### config.mk
export PLATFORM = sky130hd
export DESIGN_NAME = ro_puf_eval_ctrl_flat
export DESIGN_NICKNAME = d
export VERILOG_FILES = /design/src/rtl/ro_puf_eval_ctrl_if.sv /design/src/rtl/ro_puf_eval_ctrl.sv /design/src/flat_wrapper.sv
export SDC_FILE = /design/constraint.sdc
export NUM_CORES = 1
export LEC_CHECK = 0
export CAP_MARGIN = 20
export CELL_PAD_IN_SITES_DETAIL_PLACEMENT = 0
export CELL_PAD_IN_SITES_GLOBAL_PLACEMENT = 1
export CORE_UTILIZATION = 40
export DETAILED_ROUTE_END_ITERATION = 6
export PLACE_DENSITY = 0.76
export SETUP_SLACK_MARGIN = 0.5
export SLEW_MARGIN = 5
export SYNTH_ARGS = -nofsm -noshare
export SYNTH_HDL_FRONTEND = slang
export SYNTH_SLANG_ARGS = --single-unit
### constraint.sdc
create_clock -name clk -period 3.09 [get_ports clk]
set_input_delay 0.618 -clock clk [delete_from_list [all_inputs] [get_ports clk]]
set_output_delay 0.618 -clock clk [all_outputs]
set_load 0.005 [all_outputs]
### src/rtl/ro_puf_eval_ctrl_if.sv
`default_nettype none
// ============================================================================
// Interface : ro_puf_eval_ctrl_if
// Purpose   : Bundle of the challenge/response handshake, oscillator drive
//             and debug count signals of the RO-PUF evaluation sequencer.
//             master = requester / oscillator array side,
//             slave  = sequencer side.
// Revision  : 1.0 - initial release
// ============================================================================
interface ro_puf_eval_ctrl_if #(
  parameter int NBITS = 8,
  parameter int SEL_W = 4,
  parameter int CNT_W = 16
);

  // Request side
  logic                 start;
  logic [2*SEL_W-1:0]   challenge;
  // Oscillator array
  logic                 ro_a;
  logic                 ro_b;
  logic                 ro_en;
  logic [SEL_W-1:0]     sel_a;
  logic [SEL_W-1:0]     sel_b;
  // Status and response
  logic                 busy;
  logic [NBITS-1:0]     resp;
  logic                 resp_valid;
  logic                 resp_ready;
  // Debug counts
  logic [CNT_W-1:0]     cnt_a_last;
  logic [CNT_W-1:0]     cnt_b_last;

  modport master (
    output start, challenge, ro_a, ro_b, resp_ready,
    input  ro_en, sel_a, sel_b, busy, resp, resp_valid, cnt_a_last, cnt_b_last
  );

  modport slave (
    input  start, challenge, ro_a, ro_b, resp_ready,
    output ro_en, sel_a, sel_b, busy, resp, resp_valid, cnt_a_last, cnt_b_last
  );

endinterface
`default_nettype wire

### src/rtl/ro_puf_eval_ctrl.sv
`default_nettype none
// ============================================================================
// Module   : ro_puf_eval_ctrl
// Purpose  : Ring-oscillator PUF evaluation sequencer. For each of NBITS
//            oscillator pairs it enables the array, lets it settle, counts
//            synchronized rising edges of both oscillators over a fixed
//            window and records (count_a > count_b) as one response bit.
// Revision : 1.0 - initial release
// ============================================================================
module ro_puf_eval_ctrl #(
  parameter int NBITS  = 8,
  parameter int SEL_W  = 4,
  parameter int CNT_W  = 16,
  parameter int WINDOW = 1024,
  parameter int SETTLE = 8,
  parameter int GAP    = 2
) (
  input  logic              clk,
  input  logic              rst_n,
  ro_puf_eval_ctrl_if.slave ctrl_if
);

  // Phase timer only has to hold (longest phase - 1).
  localparam int TMAX = (WINDOW > SETTLE) ? ((WINDOW > GAP) ? WINDOW : GAP)
                                          : ((SETTLE > GAP) ? SETTLE : GAP);
  localparam int TW   = $clog2(TMAX);
  localparam int IW   = (NBITS > 1) ? $clog2(NBITS) : 1;

  localparam logic [TW-1:0]    T_SETTLE = TW'(SETTLE - 1);
  localparam logic [TW-1:0]    T_WINDOW = TW'(WINDOW - 1);
  localparam logic [TW-1:0]    T_GAP    = TW'(GAP - 1);
  localparam logic [IW-1:0]    LAST_IDX = IW'(NBITS - 1);
  localparam logic [CNT_W-1:0] CNT_MAX  = {CNT_W{1'b1}};

  typedef enum logic [2:0] {
    S_IDLE    = 3'd0,
    S_SETTLE  = 3'd1,
    S_MEASURE = 3'd2,
    S_COMPARE = 3'd3,
    S_GAP     = 3'd4,
    S_DONE    = 3'd5
  } state_t;

  state_t               state_q, state_d;
  logic [TW-1:0]        timer_q, timer_d;
  logic [IW-1:0]        idx_q, idx_d;
  logic [2*SEL_W-1:0]   chal_q, chal_d;
  logic                 load_sel;
  logic [SEL_W-1:0]     pair_a, pair_b;
  logic [SEL_W-1:0]     sel_a_q, sel_a_d;
  logic [SEL_W-1:0]     sel_b_q, sel_b_d;
  logic [NBITS-1:0]     resp_q, resp_d;
  logic                 resp_valid_q, resp_valid_d;
  logic [CNT_W-1:0]     cnt_a_q, cnt_a_d;
  logic [CNT_W-1:0]     cnt_b_q, cnt_b_d;
  logic [CNT_W-1:0]     cnt_a_last_q, cnt_a_last_d;
  logic [CNT_W-1:0]     cnt_b_last_q, cnt_b_last_d;
  logic [2:0]           sync_a_q, sync_b_q;
  logic                 rise_a, rise_b;

  // --------------------------------------------------------------------------
  // Oscillator inputs: bits [1:0] form the two-flop synchronizer, bit [2] is
  // the history flop used for rising-edge detection.
  // --------------------------------------------------------------------------
  // Shift raw oscillator levels into the clk domain.
  always_ff @(posedge clk or negedge rst_n) begin
    if (!rst_n) begin
      sync_a_q <= '0;
      sync_b_q <= '0;
    end else begin
      sync_a_q <= {sync_a_q[1:0], ctrl_if.ro_a};
      sync_b_q <= {sync_b_q[1:0], ctrl_if.ro_b};
    end
  end

  assign rise_a = sync_a_q[1] & ~sync_a_q[2];
  assign rise_b = sync_b_q[1] & ~sync_b_q[2];

  // Edge counters: cleared while settling, saturating count while measuring.
  always_comb begin
    cnt_a_d = cnt_a_q;
    cnt_b_d = cnt_b_q;
    if (state_q == S_SETTLE) begin
      cnt_a_d = '0;
      cnt_b_d = '0;
    end else if (state_q == S_MEASURE) begin
      if (rise_a && (cnt_a_q != CNT_MAX)) cnt_a_d = cnt_a_q + CNT_W'(1);
      if (rise_b && (cnt_b_q != CNT_MAX)) cnt_b_d = cnt_b_q + CNT_W'(1);
    end
  end

  // --------------------------------------------------------------------------
  // Sequencer next-state logic
  // --------------------------------------------------------------------------
  // Phase sequencing, challenge capture, response bit and debug count update.
  always_comb begin
    state_d      = state_q;
    timer_d      = timer_q;
    idx_d        = idx_q;
    chal_d       = chal_q;
    resp_d       = resp_q;
    resp_valid_d = 1'b0;
    cnt_a_last_d = cnt_a_last_q;
    cnt_b_last_d = cnt_b_last_q;
    load_sel     = 1'b0;

    case (state_q)
      S_IDLE: begin
        if (ctrl_if.start) begin
          chal_d   = ctrl_if.challenge;
          idx_d    = '0;
          resp_d   = '0;
          timer_d  = T_SETTLE;
          load_sel = 1'b1;
          state_d  = S_SETTLE;
        end
      end

      S_SETTLE: begin
        if (timer_q == '0) begin
          timer_d = T_WINDOW;
          state_d = S_MEASURE;
        end else begin
          timer_d = timer_q - TW'(1);
        end
      end

      S_MEASURE: begin
        if (timer_q == '0) begin
          state_d = S_COMPARE;
        end else begin
          timer_d = timer_q - TW'(1);
        end
      end

      S_COMPARE: begin
        // A tie yields 0 so equal oscillators never bias towards 1.
        resp_d[idx_q] = (cnt_a_q > cnt_b_q);
        cnt_a_last_d  = cnt_a_q;
        cnt_b_last_d  = cnt_b_q;
        timer_d       = T_GAP;
        state_d       = S_GAP;
      end

      S_GAP: begin
        if (timer_q != '0) begin
          timer_d = timer_q - TW'(1);
        end else if (idx_q == LAST_IDX) begin
          state_d = S_DONE;
        end else begin
          idx_d    = idx_q + IW'(1);
          timer_d  = T_SETTLE;
          load_sel = 1'b1;
          state_d  = S_SETTLE;
        end
      end

      S_DONE: begin
        // Valid is registered, so it appears one cycle after entering DONE
        // and clears on the same edge the handshake returns us to IDLE.
        if (resp_valid_q && ctrl_if.resp_ready) begin
          state_d = S_IDLE;
        end else begin
          resp_valid_d = 1'b1;
        end
      end

      default: begin
        state_d = S_IDLE;
      end
    endcase
  end

  // Pair selects for the pair being entered; B is nudged off A on collision.
  always_comb begin
    pair_a = chal_d[SEL_W-1:0] + SEL_W'(idx_d);
    pair_b = chal_d[2*SEL_W-1:SEL_W] + SEL_W'(idx_d);
    if (pair_b == pair_a) pair_b = pair_a ^ SEL_W'(1);
  end

  // Selects only change on entry to SETTLE and stay put through GAP.
  always_comb begin
    sel_a_d = sel_a_q;
    sel_b_d = sel_b_q;
    if (load_sel) begin
      sel_a_d = pair_a;
      sel_b_d = pair_b;
    end
  end

  // Sequencer and result registers.
  always_ff @(posedge clk or negedge rst_n) begin
    if (!rst_n) begin
      state_q      <= S_IDLE;
      timer_q      <= '0;
      idx_q        <= '0;
      chal_q       <= '0;
      sel_a_q      <= '0;
      sel_b_q      <= '0;
      resp_q       <= '0;
      resp_valid_q <= 1'b0;
      cnt_a_q      <= '0;
      cnt_b_q      <= '0;
      cnt_a_last_q <= '0;
      cnt_b_last_q <= '0;
    end else begin
      state_q      <= state_d;
      timer_q      <= timer_d;
      idx_q        <= idx_d;
      chal_q       <= chal_d;
      sel_a_q      <= sel_a_d;
      sel_b_q      <= sel_b_d;
      resp_q       <= resp_d;
      resp_valid_q <= resp_valid_d;
      cnt_a_q      <= cnt_a_d;
      cnt_b_q      <= cnt_b_d;
      cnt_a_last_q <= cnt_a_last_d;
      cnt_b_last_q <= cnt_b_last_d;
    end
  end

  // --------------------------------------------------------------------------
  // Outputs. The enable decodes the state register directly so it falls the
  // instant reset is asserted, without waiting for a clock edge.
  // --------------------------------------------------------------------------
  assign ctrl_if.ro_en      = (state_q == S_SETTLE) || (state_q == S_MEASURE);
  assign ctrl_if.busy       = (state_q != S_IDLE);
  assign ctrl_if.sel_a      = sel_a_q;
  assign ctrl_if.sel_b      = sel_b_q;
  assign ctrl_if.resp       = resp_q;
  assign ctrl_if.resp_valid = resp_valid_q;
  assign ctrl_if.cnt_a_last = cnt_a_last_q;
  assign ctrl_if.cnt_b_last = cnt_b_last_q;

endmodule
`default_nettype wire
### src/flat_wrapper.sv
// flat-port wrapper written by rule: the top's interface ports become plain ports
module ro_puf_eval_ctrl_flat 
#(
  parameter int NBITS  = 8,
  parameter int SEL_W  = 4,
  parameter int CNT_W  = 16,
  parameter int WINDOW = 1024,
  parameter int SETTLE = 8,
  parameter int GAP    = 2
)
  (clk, rst_n, ctrl_if_start, ctrl_if_challenge, ctrl_if_ro_a, ctrl_if_ro_b, ctrl_if_resp_ready, ctrl_if_ro_en, ctrl_if_sel_a, ctrl_if_sel_b, ctrl_if_busy, ctrl_if_resp, ctrl_if_resp_valid, ctrl_if_cnt_a_last, ctrl_if_cnt_b_last);
  ro_puf_eval_ctrl_if #(.NBITS(NBITS), .SEL_W(SEL_W), .CNT_W(CNT_W)) ctrl_if_i ();
  input  logic clk;
  input  logic rst_n;
  input wire logic [$bits(ctrl_if_i.start)-1:0] ctrl_if_start;
  input wire logic [$bits(ctrl_if_i.challenge)-1:0] ctrl_if_challenge;
  input wire logic [$bits(ctrl_if_i.ro_a)-1:0] ctrl_if_ro_a;
  input wire logic [$bits(ctrl_if_i.ro_b)-1:0] ctrl_if_ro_b;
  input wire logic [$bits(ctrl_if_i.resp_ready)-1:0] ctrl_if_resp_ready;
  output wire logic [$bits(ctrl_if_i.ro_en)-1:0] ctrl_if_ro_en;
  output wire logic [$bits(ctrl_if_i.sel_a)-1:0] ctrl_if_sel_a;
  output wire logic [$bits(ctrl_if_i.sel_b)-1:0] ctrl_if_sel_b;
  output wire logic [$bits(ctrl_if_i.busy)-1:0] ctrl_if_busy;
  output wire logic [$bits(ctrl_if_i.resp)-1:0] ctrl_if_resp;
  output wire logic [$bits(ctrl_if_i.resp_valid)-1:0] ctrl_if_resp_valid;
  output wire logic [$bits(ctrl_if_i.cnt_a_last)-1:0] ctrl_if_cnt_a_last;
  output wire logic [$bits(ctrl_if_i.cnt_b_last)-1:0] ctrl_if_cnt_b_last;
  assign ctrl_if_i.start = ctrl_if_start;
  assign ctrl_if_i.challenge = ctrl_if_challenge;
  assign ctrl_if_i.ro_a = ctrl_if_ro_a;
  assign ctrl_if_i.ro_b = ctrl_if_ro_b;
  assign ctrl_if_i.resp_ready = ctrl_if_resp_ready;
  assign ctrl_if_ro_en = ctrl_if_i.ro_en;
  assign ctrl_if_sel_a = ctrl_if_i.sel_a;
  assign ctrl_if_sel_b = ctrl_if_i.sel_b;
  assign ctrl_if_busy = ctrl_if_i.busy;
  assign ctrl_if_resp = ctrl_if_i.resp;
  assign ctrl_if_resp_valid = ctrl_if_i.resp_valid;
  assign ctrl_if_cnt_a_last = ctrl_if_i.cnt_a_last;
  assign ctrl_if_cnt_b_last = ctrl_if_i.cnt_b_last;
  ro_puf_eval_ctrl #(.NBITS(NBITS), .SEL_W(SEL_W), .CNT_W(CNT_W), .WINDOW(WINDOW), .SETTLE(SETTLE), .GAP(GAP)) u_core (.clk(clk), .rst_n(rst_n), .ctrl_if(ctrl_if_i));
endmodule
==> results of run 1 <==
[cells in the final DEF, fill, tap and decap left out, drive strengths merged, types with 19 or more instances in the layout]
| cell | instances |
|---|---|
| dfrtp | 111 |
| xnor2 | 19 |
| ha | 27 |
| nand2 | 57 |
| o21ai | 52 |
| nor2 | 56 |
| buf | 34 |
| mux2 | 23 |
| nand3 | 27 |
| clkdlybuf4s50 | 61 |
| inv | 28 |
[layout make-up]
cell class	count	area (um^2)	share of cell area
clock inverters	5	57.6	0.00815
clock buffers	11	233	0.0330
flip-flops and latches	111	2780	0.394
well taps	176	220	0.0312
inverters	27	101	0.0144
repair buffers	97	917	0.130
multi-input cells	406	2750	0.390
[cells by family after synthesis]
kind of cell	synth area share
AO/OA/AOI/OAI	0.0990
XOR/XNOR	0.0594
adder cells (fa/ha/maj)	0.0677
buffers and inverters	0.0343
flip-flops	0.497
multiplexers	0.0567
AND/OR/NAND/NOR	0.186
[through the flow]
step | cells | cell area, um^2
final | 833 | 7060
after global routing | 833 | 7060
after CTS | 833 | 7050
after detailed placement | 807 | 6610
after global placement | 807 | 6610
after floorplan | 563 | 5660
[layer usage]
layer / up-vias / part of all wire / global-route usage
li1: 2131 / - / -
met1: 2154 / 0.46 / 0.267
met2: 76 / 0.48 / 0.309
met3: 14 / 0.037 / 0.0456
met4: 0 / 0.017 / 0.0617
met5: - / 0 / 0
[worst reg2reg max path: cells and delay by family, from the launching register on]
| kind | cells | cell delay (ns) |
|---|---|---|
| buffers and inverters | 1 | 0.06 |
| AOI/OAI and AO/OA | 3 | 0.52 |
| xor gates and xnor gates | 1 | 0.22 |
| muxes | 1 | 0.30 |
| adders and majority gates | 2 | 0.65 |
| and+or+nand+nor | 4 | 0.63 |
| DFF | 1 | 0.41 |
[worst max path at each step]
stage	startpoint	to	slack [ns]	depth (start not counted)
floorplan	u_core.timer_q[5]	u_core.ctrl_if.sel_b[0]	0.22	12
global placement	ctrl_if_start	u_core.ctrl_if.sel_b[0]	-0.33	11
detailed placement	ctrl_if_start	u_core.ctrl_if.sel_b[0]	-0.36	11
CTS	u_core.timer_q[6]	u_core.ctrl_if.sel_b[0]	0.31	12
global route	u_core.timer_q[6]	u_core.ctrl_if.sel_b[0]	0.1	12
finish	u_core.timer_q[6]	u_core.ctrl_if.sel_b[0]	0.23	12
[registers in the layout, summed over array words and instances (netlist names), 4 cells and up]
name                       cells
u_core.cnt_a_q                16
u_core.cnt_b_q                16
u_core.ctrl_if.cnt_a_last     16
u_core.ctrl_if.cnt_b_last     16
u_core.timer_q                10
u_core.chal_q                  8
u_core.ctrl_if.resp            8
u_core.ctrl_if.sel_a           4
u_core.ctrl_if.sel_b           4
[report_power, final]
part	total, mW	switching [mW]	leakage (nW)	internal, mW
Sequential	1.46	0.00380	1.45	1.46
Clock	1.16	0.530	0.144	0.632
Combinational	0.0911	0.0515	1.60	0.0396
[what timing repair did]
action                                  4_1_cts  5_1_grt
setup buffers                                10        0
endpoints found under the setup margin        7        7
gates resized for setup                      23        7
cloned                                        0        0
pin swaps                                    12        1
==> impl_metrics.json, run 1 <==
{
  "rsz0062_at_grt": "yes",
  "grt_pass1_wl_mm": 22.1,
  "total_power_mw": 2.72,
  "final_util": 0.525,
  "drcViolationCount": 0,
  "io_buffers": 64,
  "final-max-slew-violation-count": 0,
  "path_class": "reg2reg",
  "worst_pin_slew_ns": 0.703,
  "pwr_density_cell_mw_per_mm2": 385,
  "pre_cts_slack_ns": -0.364,
  "wl_mm": 13.1,
  "cp_max_fo": 3,
  "coreArea_mm2": 0.0135,
  "max_freq_mhz": 350,
  "drt-initial-drc-count": 262,
  "hp-class": "in2async",
  "cp_top_family": "adder cells",
  "period_share": 0.925,
  "antenna_found_initial": 0,
  "layout-drive-gt1-share": 0.166,
  "ys_seq_elements": 111,
  "hold_viol": 0,
  "yosys.area.top_type": "dfrtp_1",
  "seq_area_frac_synth": 0.497,
  "dieArea_mm2": 0.0144,
  "ctsHoldBuffers": 0,
  "crit_top_cell": "nor3_2",
  "max-vdd-ir-drop_mv": 0.275,
  "start_util": 0.415,
  "gp_congestion": 0.848,
  "clock-sinks": 111,
  "htreeDepth": 3,
  "synthArstFlopShare": 1.00,
  "viasPerCell": 5.25,
  "yosysWarnings": 0,
  "insertedDiodeCount": 0,
  "fillers": 1232,
  "worstSetupStartpointType": "register",
  "vias": 4375,
  "cts_buffer_depth": 2,
  "yosys-top-cells-count": "111 x dfrtp_1, 57 x nand2_1, 56 x nor2_1, 51 x o21ai_0",
  "clk_latency_ns": 0.35,
  "end_kind": "register",
  "yosys_most_used_dff": "dfrtp_1",
  "fin_worst_skew_ns": 0.00519,
  "required_ns": 3.38,
  "fin_crit_ns": 2.86,
  "hpwl_mm": 9.26,
  "grt_max_degree": 69,
  "synth_top_area_frac": 0.497,
  "yosysUniqueCellTypes": 44,
  "cp_slowest_cell": "fa_2",
  "finalSetupViolCount": 0,
  "rows": 42,
  "grt_pass1_vias": 4351,
  "final.setup.worst_slack_ns": 0.232,
  "fp.dieW_um": 120,
  "syn-num-nets": 606,
  "critPathMaxStageDelay_ns": 0.48,
  "cts_buffers": 9,
  "fin_nets": 695,
  "synth_cells": 563,
  "syn_area_mm2": 0.00559,
  "die_height_um": 120,
  "drv_cap": 0,
  "max_slew_margin": 0.530,
  "r2r-end": "u_core.ctrl_if.sel_b[0]",
  "r2r_slack_ns": 0.23,
  "worstReg2RegStart": "u_core.timer_q[6]",
  "syn_to_final_growth_pct": 26.4,
  "overflow": 0,
  "critPathArrivalTime_ns": 3.15,
  "root_buffer": "clkbuf_16",
  "cts_tree": "done",
  "synth_edf_count": 0,
  "fin_hold_ws_ns": 0.256,
  "cp_num_buf_inv": 1,
  "dr.pass1.iters": 4,
  "fin_tns_setup_ns": 0,
  "crit_chain": "nor3_2 > nand4_1 > o22ai_2 > nand2_2 > mux2_4 > ha_4 > inv_2 > fa_2 > xor2_1 > nor3_2 > a31o_2 > o21ai_1",
  "rr_worst_depth": 12,
  "io_pins": 65,
  "synth_area_leaders": "dfrtp_1 50%, ha_1 6.0%, o21ai_0 4.6%",
  "p_leak_nw": 3.20,
  "clk_pin_slew_ns": 0.07,
  "drtAntennaViolNets": 0,
  "outcome": "finished, final reports clean",
  "yosysMostFrequentCell": "dfrtp_1",
  "grt_use_total": 0.196,
  "wl_per_cell_um": 15.7,
  "syn_area_per_cell_um2": 9.92
}
Note: power is estimated with default switching activity, not from simulation.
==> run 2: changes to the inputs <==
--- a/config.mk
+++ b/config.mk
@@ -8,6 +8,7 @@
 export CAP_MARGIN = 20
 export CELL_PAD_IN_SITES_DETAIL_PLACEMENT = 0
 export CELL_PAD_IN_SITES_GLOBAL_PLACEMENT = 1
+export CORE_ASPECT_RATIO = 0.9
 export CORE_UTILIZATION = 40
 export DETAILED_ROUTE_END_ITERATION = 6
 export PLACE_DENSITY = 0.76
==> run 2 against run 1 <==
Cell area is 1.7% higher. Largest power group unchanged. Flip-flop and latch count did not move. Sequential power about the same. Die area about the same. Maximum frequency decreased by 0.75%. Critical path depth is the same. Power down 0.32%. Sequential share of layout area fell by 0.69 points. Register-to-register slack worse by 0.02 ns. Count of clock-buffer cells in the layout increased by 1. Non-clock buffer count up 12.
==> impl_metrics.json, run 2 (synthesized netlist as in run 1, its figures left out) <==
{
  "outcome": "finished, final reports clean",
  "grt_pass1_vias": 4385,
  "final_cells": 837,
  "fin_worst_skew_ns": 0.0116,
  "dieArea_mm2": 0.0144,
  "path_class": "reg2reg",
  "required_ns": 3.34,
  "fp.dieW_um": 127,
  "grt_max_degree": 56,
  "drt-initial-drc-count": 214,
  "clock-sinks": 111,
  "maxUsedRoutingLayer": "met4",
  "insertedDiodeCount": 0,
  "cts_buffers": 9,
  "max-vdd-ir-drop_mv": 0.293,
  "clk_latency_ns": 0.36,
  "max_freq_mhz": 347,
  "start_util": 0.415,
  "critPathMaxStageDelay_ns": 0.45,
  "cp_max_fo": 4,
  "io_buffers": 64,
  "cp_slowest_cell": "fa_1",
  "drcViolationCount": 0,
  "finalSetupViolCount": 0,
  "hpwl_mm": 9.25,
  "total_power_mw": 2.71,
  "dr.pass1.iters": 4,
  "p_leak_nw": 3.24,
  "rows": 40,
  "drv_cap": 0,
  "fin_crit_ns": 2.88,
  "drtAntennaViolNets": 0,
  "clk_pin_slew_ns": 0.07,
  "final-max-slew-violation-count": 0,
  "root_buffer": "clkbuf_16",
  "cp_num_buf_inv": 2,
  "crit_chain": "nor3_2 > nand4_1 > nor3_2 > buf_4 > a22o_4 > inv_1 > fa_1 > xnor2_2 > xnor2_1 > nor3_2 > a31o_2 > o21ai_1",
  "crit_top_cell": "nor3_2",
  "critPathArrivalTime_ns": 3.13,
  "viasPerCell": 5.26,
  "end_kind": "register",
  "cts_buffer_depth": 2,
  "overflow": 0,
  "hold_viol": 0,
  "final_common_cell": "dfrtp_1",
  "grt_pass1_wl_mm": 22.2,
  "wl_met1_mm": 6.44,
  "fin_nets": 707,
  "die_height_um": 114,
  "cp_top_family": "simple AND/OR/NAND/NOR gates",
  "final.setup.worst_slack_ns": 0.211,
  "pre_cts_slack_ns": -0.428,
  "rsz0062_at_grt": "yes",
  "route.met3.wl_um": 448,
  "worstSetupStartpointType": "register",
  "pwr_density_cell_mw_per_mm2": 377,
  "max_slew_margin": 0.528,
  "gp_congestion": 0.815,
  "worst_pin_slew_ns": 0.708,
  "fin_hold_ws_ns": 0.301,
  "dp_cells": 801,
  "wl_per_cell_um": 15.5,
  "syn_to_final_growth_pct": 28.6,
  "wl_mm": 13.0,
  "vias": 4399,
  "io_pins": 65,
  "htreeDepth": 3,
  "grt_use_total": 0.197,
  "period_share": 0.932,
  "coreArea_mm2": 0.0135,
  "final_cell_mix": "110 x dfrtp_1, 61 x clkdlybuf4s50_1, 56 x nand2_1, 55 x nor2_1, 49 x o21ai_0",
  "layout-drive-gt1-share": 0.187,
  "cts_tree": "done",
  "wl_met2_mm": 5.90,
  "hp-class": "in2async",
  "antenna_found_initial": 0
}
[run 2: layout make-up]
cell class                 instances  area (um^2)
fill                            1209         6280
multi-input combinational        406         2800
sequential                       111         2780
timing repair buffer             109          998
clock buffer                      12          256
tap                              168          210
inverter                          27          101
clock inverter                     4         35.0
[run 2: power breakdown]
group | internal [mW] | switching, mW | total, mW | leakage (nW)
Clock | 0.601 | 0.549 | 1.15 | 0.144
Sequential | 1.46 | 0.00344 | 1.46 | 1.45
Combinational | 0.0419 | 0.0528 | 0.0947 | 1.65
Total | 2.10 | 0.605 | 2.71 | 3.24
[run 2: metal layers]
metal	up-vias	global-route usage
li1	2158	-
met1	2173	0.281
met2	56	0.302
met3	12	0.0430
met4	0	0.0538
met5	-	0
[run 2: worst paths after layout]
path                                    start                           end  slack [ns]  depth (start not counted)
hold / removal                          rst_n       u_core.ctrl_if.sel_b[2]        0.30                          1
setup reg to reg            u_core.timer_q[9]       u_core.ctrl_if.sel_b[0]        0.21                         12
hold reg to reg            u_core.sync_a_q[0]            u_core.sync_a_q[1]        0.35                          0
min in group clk           u_core.sync_a_q[0]            u_core.sync_a_q[1]        0.35                          0
max in group asynchronous               rst_n  u_core.ctrl_if.cnt_b_last[8]        2.05                          2
setup / recovery            u_core.timer_q[9]       u_core.ctrl_if.sel_b[0]        0.21                         12
[run 2: what timing repair did]
item | CTS | global route
endpoints found under the setup margin | 6 | 8
hold buffers | 0 | 0
buffers inserted | 11 | 9
pin swaps | 12 | 9
resized for setup | 21 | 9
[run 2: through the flow]
stage / TNS, ns / util / area [um^2]
after floorplan: 0 / - / 5660
after global placement: -0.701 / 0.490 / 6600
after detailed placement: -0.931 / 0.490 / 6600
after CTS: 0 / 0.524 / 7050
after global routing: 0 / 0.533 / 7180
final: 0 / 0.533 / 7180
==> run 3: changes to the inputs <==
--- a/config.mk
+++ b/config.mk
@@ -13,7 +13,7 @@
 export DETAILED_ROUTE_END_ITERATION = 6
 export PLACE_DENSITY = 0.76
 export SETUP_SLACK_MARGIN = 0.5
-export SLEW_MARGIN = 5
+export SLEW_MARGIN = 40
 export SYNTH_ARGS = -nofsm -noshare
 export SYNTH_HDL_FRONTEND = slang
 export SYNTH_SLANG_ARGS = --single-unit
==> results of run 3 <==
Same layout as run 2: the final DEF is identical, and so are final timing and power.
